`config.mk`:
```
export PLATFORM = sky130hd
export DESIGN_NAME = vector_sequencer
export DESIGN_NICKNAME = d
export VERILOG_FILES = /design/src/rtl/vector_sequencer.sv
export SDC_FILE = /design/constraint.sdc
export NUM_CORES = 1
export LEC_CHECK = 0
export ABC_CLOCK_PERIOD_IN_PS = 2900
export CORE_MARGIN = 2
export CORE_UTILIZATION = 41
export CTS_CLUSTER_SIZE = 24
export DETAILED_ROUTE_END_ITERATION = 10
export GPL_ROUTABILITY_DRIVEN = 0
export GPL_TIMING_DRIVEN = 0
export HOLD_SLACK_MARGIN = 0.08
export PLACE_DENSITY = 0.77
export SLEW_MARGIN = 25
export SYNTH_ARGS = -nofsm -noshare
export SYNTH_HDL_FRONTEND = slang
export SYNTH_SLANG_ARGS = --single-unit
```
`constraint.sdc`:
```
create_clock -name clk -period 2.9 [get_ports clk]
set_clock_uncertainty 0.1 [all_clocks]
set_input_delay 0.87 -clock clk [delete_from_list [all_inputs] [get_ports clk]]
set_output_delay 0.87 -clock clk [all_outputs]
set_load 0.01 [all_outputs]
```
`src/rtl/vector_sequencer.sv`:
```
// vector_sequencer: walks a vector ROM one object at a time and hands the
// offset-adjusted points to a drawer through a valid/ready handshake.
// Optional build macro VECSEQ_CLIP_EN: offset additions saturate at 255
// instead of wrapping modulo 256.
module vector_sequencer #(
    parameter int ADDRESSWIDTH = 16,
    parameter int DATAWIDTH    = 18,
    parameter int NOBJ         = 4,
    parameter logic [NOBJ*ADDRESSWIDTH-1:0] BASE = {16'd54, 16'd48, 16'd42, 16'd0},
    parameter int MAXLEN       = 64
) (
    input  logic                    clk,
    input  logic                    rst_n,
    input  logic                    start,
    input  logic [NOBJ-1:0]         obj_en,
    input  logic [NOBJ*8-1:0]       off_x,
    input  logic [NOBJ*8-1:0]       off_y,
    output logic [ADDRESSWIDTH-1:0] rom_addr,
    input  logic [DATAWIDTH-1:0]    rom_data,
    output logic [7:0]              vec_x,
    output logic [7:0]              vec_y,
    output logic                    vec_line,
    output logic                    vec_pos,
    output logic                    vec_valid,
    input  logic                    vec_ready,
    output logic                    busy,
    output logic                    frame_done,
    output logic                    err
);

    localparam int OBJW = (NOBJ > 1) ? $clog2(NOBJ) : 1;
    localparam int CNTW = $clog2(MAXLEN + 1);

    typedef enum logic [1:0] {IDLE, FETCH, EMIT, DONE} state_t;

    state_t                  state_q, state_d;
    logic [NOBJ-1:0]         en_q, en_d;
    logic [OBJW-1:0]         obj_q, obj_d;
    logic [CNTW-1:0]         cnt_q, cnt_d;
    logic [ADDRESSWIDTH-1:0] addr_d;
    logic [7:0]              x_d, y_d;
    logic                    line_d, pos_d, valid_d, busy_d, done_d, err_d;

    logic [7:0]              ent_x, ent_y, ox, oy, sum_x, sum_y;
    logic                    ent_line, ent_pos, ent_end;
    logic [NOBJ-1:0]         rest;
    logic [OBJW:0]           first_pick, next_pick;

    // Lowest set bit of a mask as {found, index}.
    function automatic logic [OBJW:0] lowest(input logic [NOBJ-1:0] m);
        logic [OBJW:0] r;
        r = '0;
        for (int unsigned i = 0; i < NOBJ; i++) begin
            if (m[i] && !r[OBJW]) r = {1'b1, OBJW'(i)};
        end
        return r;
    endfunction

    function automatic logic [ADDRESSWIDTH-1:0] base_of(input logic [OBJW-1:0] idx);
        return BASE[idx*ADDRESSWIDTH +: ADDRESSWIDTH];
    endfunction

    function automatic logic [7:0] add_off(input logic [7:0] a, input logic [7:0] b);
        logic [8:0] s;
        s = {1'b0, a} + {1'b0, b};
`ifdef VECSEQ_CLIP_EN
        return s[8] ? 8'hFF : s[7:0];
`else
        return s[7:0];
`endif
    endfunction

    // Decode the current ROM word and select the current object's offsets.
    always_comb begin
        ent_x      = rom_data[DATAWIDTH-1 -: 8];
        ent_y      = rom_data[DATAWIDTH-9 -: 8];
        ent_line   = rom_data[1];
        ent_pos    = rom_data[0];
        ent_end    = (ent_line && ent_pos) || (rom_data == '0);
        ox         = off_x[obj_q*8 +: 8];
        oy         = off_y[obj_q*8 +: 8];
        sum_x      = add_off(ent_x, ox);
        sum_y      = add_off(ent_y, oy);
        rest       = en_q;
        rest[obj_q] = 1'b0;
        first_pick = lowest(obj_en);
        next_pick  = lowest(rest);
    end

    // Next-state and next-output logic.
    always_comb begin
        state_d = state_q;
        en_d    = en_q;
        obj_d   = obj_q;
        cnt_d   = cnt_q;
        addr_d  = rom_addr;
        x_d     = vec_x;
        y_d     = vec_y;
        line_d  = vec_line;
        pos_d   = vec_pos;
        valid_d = vec_valid;
        busy_d  = busy;
        done_d  = 1'b0;
        err_d   = err;
        case (state_q)
            IDLE: begin
                // frame_done high means DONE was just left; a start in that
                // cycle belongs to the finished frame and is dropped.
                if (start && !frame_done) begin
                    en_d   = obj_en;
                    busy_d = 1'b1;
                    err_d  = 1'b0;
                    cnt_d  = '0;
                    if (first_pick[OBJW]) begin
                        obj_d   = first_pick[OBJW-1:0];
                        addr_d  = base_of(first_pick[OBJW-1:0]);
                        state_d = FETCH;
                    end else begin
                        state_d = DONE;
                    end
                end
            end
            FETCH: begin
                if (ent_end || cnt_q == CNTW'(MAXLEN)) begin
                    if (!ent_end) err_d = 1'b1;
                    en_d[obj_q] = 1'b0;
                    cnt_d       = '0;
                    if (next_pick[OBJW]) begin
                        obj_d  = next_pick[OBJW-1:0];
                        addr_d = base_of(next_pick[OBJW-1:0]);
                    end else begin
                        state_d = DONE;
                    end
                end else begin
                    x_d     = sum_x;
                    y_d     = sum_y;
                    line_d  = ent_line;
                    pos_d   = ent_pos;
                    valid_d = 1'b1;
                    state_d = EMIT;
                end
            end
            EMIT: begin
                if (vec_ready) begin
                    valid_d = 1'b0;
                    addr_d  = rom_addr + ADDRESSWIDTH'(1);
                    cnt_d   = cnt_q + CNTW'(1);
                    state_d = FETCH;
                end
            end
            DONE: begin
                done_d  = 1'b1;
                busy_d  = 1'b0;
                state_d = IDLE;
            end
            default: state_d = IDLE;
        endcase
    end

    // State register.
    always_ff @(posedge clk) begin
        if (!rst_n) state_q <= IDLE;
        else        state_q <= state_d;
    end

    // Datapath and output registers.
    always_ff @(posedge clk) begin
        if (!rst_n) begin
            en_q       <= '0;
            obj_q      <= '0;
            cnt_q      <= '0;
            rom_addr   <= '0;
            vec_x      <= '0;
            vec_y      <= '0;
            vec_line   <= 1'b0;
            vec_pos    <= 1'b0;
            vec_valid  <= 1'b0;
            busy       <= 1'b0;
            frame_done <= 1'b0;
            err        <= 1'b0;
        end else begin
            en_q       <= en_d;
            obj_q      <= obj_d;
            cnt_q      <= cnt_d;
            rom_addr   <= addr_d;
            vec_x      <= x_d;
            vec_y      <= y_d;
            vec_line   <= line_d;
            vec_pos    <= pos_d;
            vec_valid  <= valid_d;
            busy       <= busy_d;
            frame_done <= done_d;
            err        <= err_d;
        end
    end

endmodule

```
== Word level (Yosys, flattened, before mapping) ==
Index checks and enable logic that the tools add are counted.
Storage, ports and cells
  register bits: 53
Cells by class
  add/sub/neg operators: 4
  shift-type cells: 4
  reductions and logical operators: 33
  bitwise gates (word level): 3
  $lt $le $gt $ge: 2
  equality and inequality tests: 12
  mux-type cells: 44
Operators with widths (number)
  variable part select 64 x 7 -> 16 bit (first input constant): 2
  2-to-1 mux 16 bit: 5
  variable part select 32 x 6 -> 8 bit: 2
  case mux 16 bit (3 select lines): 1
  2-to-1 mux 3 bit: 8
  2-to-1 mux 7 bit: 3
  case mux 7 bit (3 select lines): 1
  logical NOT 18 bit: 1
  2-to-1 mux 2 bit: 9
  adder 16 x 1 -> 16 bit (second input constant): 1
  adder 8 bit: 2
  inequality test 2 bit (second input constant): 7
  logical AND 1 bit: 9
  AND reduction 3 bit: 3
  2-to-1 mux 1 bit: 8
  2-to-1 mux 4 bit: 2
  case mux 2 bit (4 select lines): 1
  case mux 4 bit (2 select lines): 1
  AND reduction 4 bit: 2
  adder 7 x 1 -> 7 bit (second input constant): 1
  equality test 7 bit (second input constant): 1
  logical NOT 1 bit: 7
  case mux 1 bit (2 select lines): 3
  AND reduction 6 bit: 1
  16 further kinds: 21

== Logic depth before layout (Yosys ltp) ==
Gate-level depths: netlist of the first run.
  depth in word-level cells: 20
  depth in mapped cells: 12

== Least setup slack after synthesis of the first run ==
No wires, ideal clock.
  path type: reg2reg
  start: register obj_q[0]
  end: register vec_x[6]
  data required time: 2.730 ns
  period minus slack after synthesis: 3.169 ns
  arrival: 2.998 ns
  setup slack: -0.269 ns
  stages on the path, launching flop included: 13
  setup time: 0.070 ns
  cells stage by stage: dfxtp_1 buf_2 buf_2 buf_2 mux4_2 ha_1 fa_1 a21o_1 a21oi_1 o2111ai_1 o41ai_1 o21ai_0 a21oi_1
Between the ends
  word-level cells in the longest chain between the ends: 2
RTL lines
  start: declaration: line 38  | logic [OBJW-1:0] obj_q, obj_d;
  start signal: assignment: line 183  | obj_q <= obj_d;
  variable part select 32 x 6 -> 8 bit: line 80  | ox = off_x[obj_q*8 +: 8];
  adder 8 bit: line 65  | s = {1'b0, a} + {1'b0, b};
  end signal: assignment: line 173  | vec_x <= '0;
  end signal: assignment: line 186  | vec_x <= x_d;
  end: declaration: line 20  | output logic [7:0] vec_x,
Every way passes these cells.
A chain may end at the register's enable or synchronous reset.

== Worst setup path in the final report of the first run ==
  start: register obj_q[0]
  end: register vec_y[7]
Between the ends
  word-level cells in the longest chain between the ends: 2
RTL lines
  variable part select 32 x 6 -> 8 bit: line 81  | oy = off_y[obj_q*8 +: 8];
  adder 8 bit: line 65
  end signal: assignment: line 187  | vec_y <= y_d;
  end: declaration: line 21  | output logic [7:0] vec_y,
Every way passes these cells.

==> summary.txt, run 1 <==
STA
  – Fmax: 342 MHz
  – Min setup slack post-route: -20.8 ps
  – Worst Tran Pin Value: 675 ps
  – Sum Neg Setup Slack: -20.8 ps
  – Crit share post-route: 101%
  – Count of final setup violators: 1
  – Period minus WS final: 2920 ps
  – Slew HR: 54.6%
  – Hold Fails Final Rpt: 0
  – Final slew viol count: 0
  – Hold_ws: 365 ps

Clock tree
  – Htree depth: 2
  – Num CTS Buffers: 5
  – Clock sink total: 53
  – Root buffer cell: clkbuf_8
  – TritonCTS clock tree: built
  – Clk Latency, worst-skew pair: 310 ps
  – CTS max path bufs: 2
  – Clk pin slew, worst setup/hold paths: 100 ps

Power
  – PwrDens: 456 nW/um^2
  – Clock power share: 23.7%
  – Internal power: 1.69 mW
  – Tot Pwr: 2.52 mW
  – Combinational power share: 43.6%
  – Seq pwr share: 32.7%
  – Leakage Power: 2.19 nW
  – Switch Pwr: 0.832 mW
  – Maximum VDD drop: 0.223 mV
  – Switching share of power: 33.0%

Detailed routing
  – Max Used Layer: met4
  – M1 WL: 4630 um
  – Vias: 4076
  – Per-cell routed wire length: 18.2 um
  – DR vias/cell: 5.90
  – Starting DRT DRC Count: 205
  – Detail Route met3 WL: 832 um
  – DR pass1 iterations: 5
  – ANT nets after route: 0
  – WL final: 12600 um
  – DRC: 0
  – Metal2 WL: 6660 um

Yosys
  – Post-synthesis register bit count: 53
  – Most common cell in the netlist: nand2_1
  – Synth cell count leaders: 59 x nand2_1, 53 x dfxtp_1, 48 x a21oi_1
  – Sequential share of the synthesized area: 30.0%
  – Asr flop ratio synth: 0%
  – Gate Count Post-Synth: 437
  – Ys flop type: dfxtp_1
  – Syn Nets: 546
  – Post-synth top area share: 30.0%
  – Syn_area_per_cell: 8.10 um^2
  – Synth Warn #: 0
  – Post-synth EDFFs: 0
  – Distinct cells, synth: 55
  – Largest area contributor in the netlist: dfxtp_1
  – Top post-synthesis cells by area: dfxtp_1 30%, mux4_2 10%, a21oi_1 6.8%
  – Synth Cell Area: 3540 um^2

Placement
  – DP Area: 4960 um^2
  – Port bufs: 127
  – Post-DP HPWL: 8880 um
  – Worst slack at placement: -622 ps

Status
  – Status: complete, but fails checks
  – Failing checks: setup timing

Critical path
  – CP Capture Type: flip-flop
  – WP data required: 3050 ps
  – Max FO, Critical Path: 10
  – Arrival @ worst endpoint: 3070 ps
  – Dominant delay contributor by cell family on the critical path: simple AND/OR/NAND/NOR gates
  – Worst setup SP type: flip-flop
  – Critical Setup Path Class: flip-flop to flip-flop
  – Slowest stage delay, CP: 550 ps
  – Crit-path cells: buf_6 -> buf_12 -> buf_12 -> mux4_2 -> ha_4 -> buf_6 -> nand2_1 -> o211ai_1 -> nor4_1 -> nor3_1 -> xnor2_1 -> a21oi_1
  – CP Buf/Inv Count: 4
  – Critical path's slowest cell: mux4_2

Die
  – Die X: 96.9 um
  – Die area: 9400 um^2
  – DIE HEIGHT: 96.9 um
  – Row cnt: 33
  – IO Count: 128
  – Initial Util: 42.7%
  – Core area: 8300 um^2

GRT
  – Antenna violations before repair: 0
  – Largest net degree at the start of global routing: 17
  – Tot GR Track Use: 23.7%
  – Global-route wire length before repair: 18400 um
  – Vias in the first global route: 3933
  – Global route overflow: 0

Min path
  – Hold Crit Class: flip-flop to flip-flop

Final layout
  – Area Overhead vs Synth: 56.5%
  – NumNets Final: 694
  – Layout cells sized above 1: 15.2%
  – Ant. Diodes: 0
  – Final instance area: 5540 um^2

Job
  – Max-cap violations: 0
path summary, 6_finish.rpt:
check | slack [ps] | depth (start not counted) | startpoint | to
worst max-delay path | -20 | 12 | obj_q[0] | vec_y[7]
worst min register to register | 360 | 2 | vec_valid | vec_valid
worst min-delay path | 360 | 2 | vec_valid | vec_valid
worst max register to register | -20 | 12 | obj_q[0] | vec_y[7]
stage by stage:
step                      utilization, %  instances
after CTS                           62.8        680
after floorplan                        -        437
after global routing                66.8        691
after global placement              59.7        669
after detailed placement            59.7        669
final                               66.8        691
power groups by stage:
stage / sequential, mW / clock [mW] / combinational, mW
3_5_place_dp: 0.836 / 0 / 0.890
4_1_cts: 0.821 / 0.597 / 0.951
2_1_floorplan: 0.843 / 0 / 0.542
6_report: 0.824 / 0.599 / 1.10
5_1_grt: 0.829 / 0.629 / 1.18
3_3_place_gp: 0.834 / 0 / 0.871
metal layers:
layer | up-vias | track usage [%]
li1 | 1917 | -
met1 | 1895 | 25.7
met2 | 223 | 44.4
met3 | 41 | 4.77
met4 | 0 | 9.75
met5 | - | 0
cells by family after synthesis:
group / after synthesis / share of synthesized area [%]
XOR/XNOR: 13 / 3.22
AND/OR/NAND/NOR: 163 / 22.1
flip-flops: 53 / 30.0
buffers and inverters: 41 / 4.63
adder cells (fa/ha/maj): 19 / 7.14
multiplexers: 18 / 10.7
AO/OA/AOI/OAI: 130 / 22.2
registers in the layout (all words and copies together), names as in the netlist, 2 cells and up:
signal    cells
vec_x         8
state_q       2
rom_addr     16
vec_y         8
obj_q         2
en_q          4
cnt_q         7
area by class of cell:
class | count | area [um^2]
Tap cell | 105 | 131
Sequential cell | 53 | 1060
Clock buffer | 5 | 68.8
Clock inverter | 3 | 65.1
Multi-Input combinational cell | 343 | 2550
Buffer | 22 | 146
Timing Repair Buffer | 141 | 1450
Inverter | 19 | 71.3
Fill cell | 610 | 2760
placed cells by master (no fill, tap or decap), drive strengths merged, types with 4 or more instances in the layout:
cell / Yosys / final
nor3: 16 / 16
a31oi: 16 / 16
a211oi: 5 / 5
nor4: 7 / 7
xnor2: 11 / 11
o21ai: 29 / 29
clkbuf: 14 / 19
inv: 19 / 19
nor2b: 5 / 5
ha: 17 / 17
mux4: 16 / 16
dlymetal6s2s: 0 / 30
nand2: 59 / 59
and3: 4 / 4
a311oi: 4 / 4
buf: 8 / 22
nand2b: 6 / 6
nor2: 32 / 32
clkdlybuf4s50: 0 / 92
dlygate4sd2: 0 / 5
dfxtp: 53 / 53
nand3: 16 / 16
a21oi: 49 / 49
repair_timing:
item	CTS	global route
pin swaps	15	34
cloned	0	0
setup buffers	3	11
hold buffers	0	0
resized for setup	30	63
setup endpoints to repair	20	36
worst min-delay path: cells and delay by family (launching register included):
kind | cells | cell delay [ps]
flip-flops | 1 | 330
AND/OR/NAND/NOR | 1 | 50
AO/OA/AOI/OAI | 1 | 50
(Power assumes the default switching activity.)
==> run 2: changes to the inputs <==
- CTS_BUF_LIST: default -> sky130_fd_sc_hd__clkbuf_8 sky130_fd_sc_hd__clkbuf_16
==> results of run 2 <==
No change in the layout: final DEF, timing and power equal those of run 1.
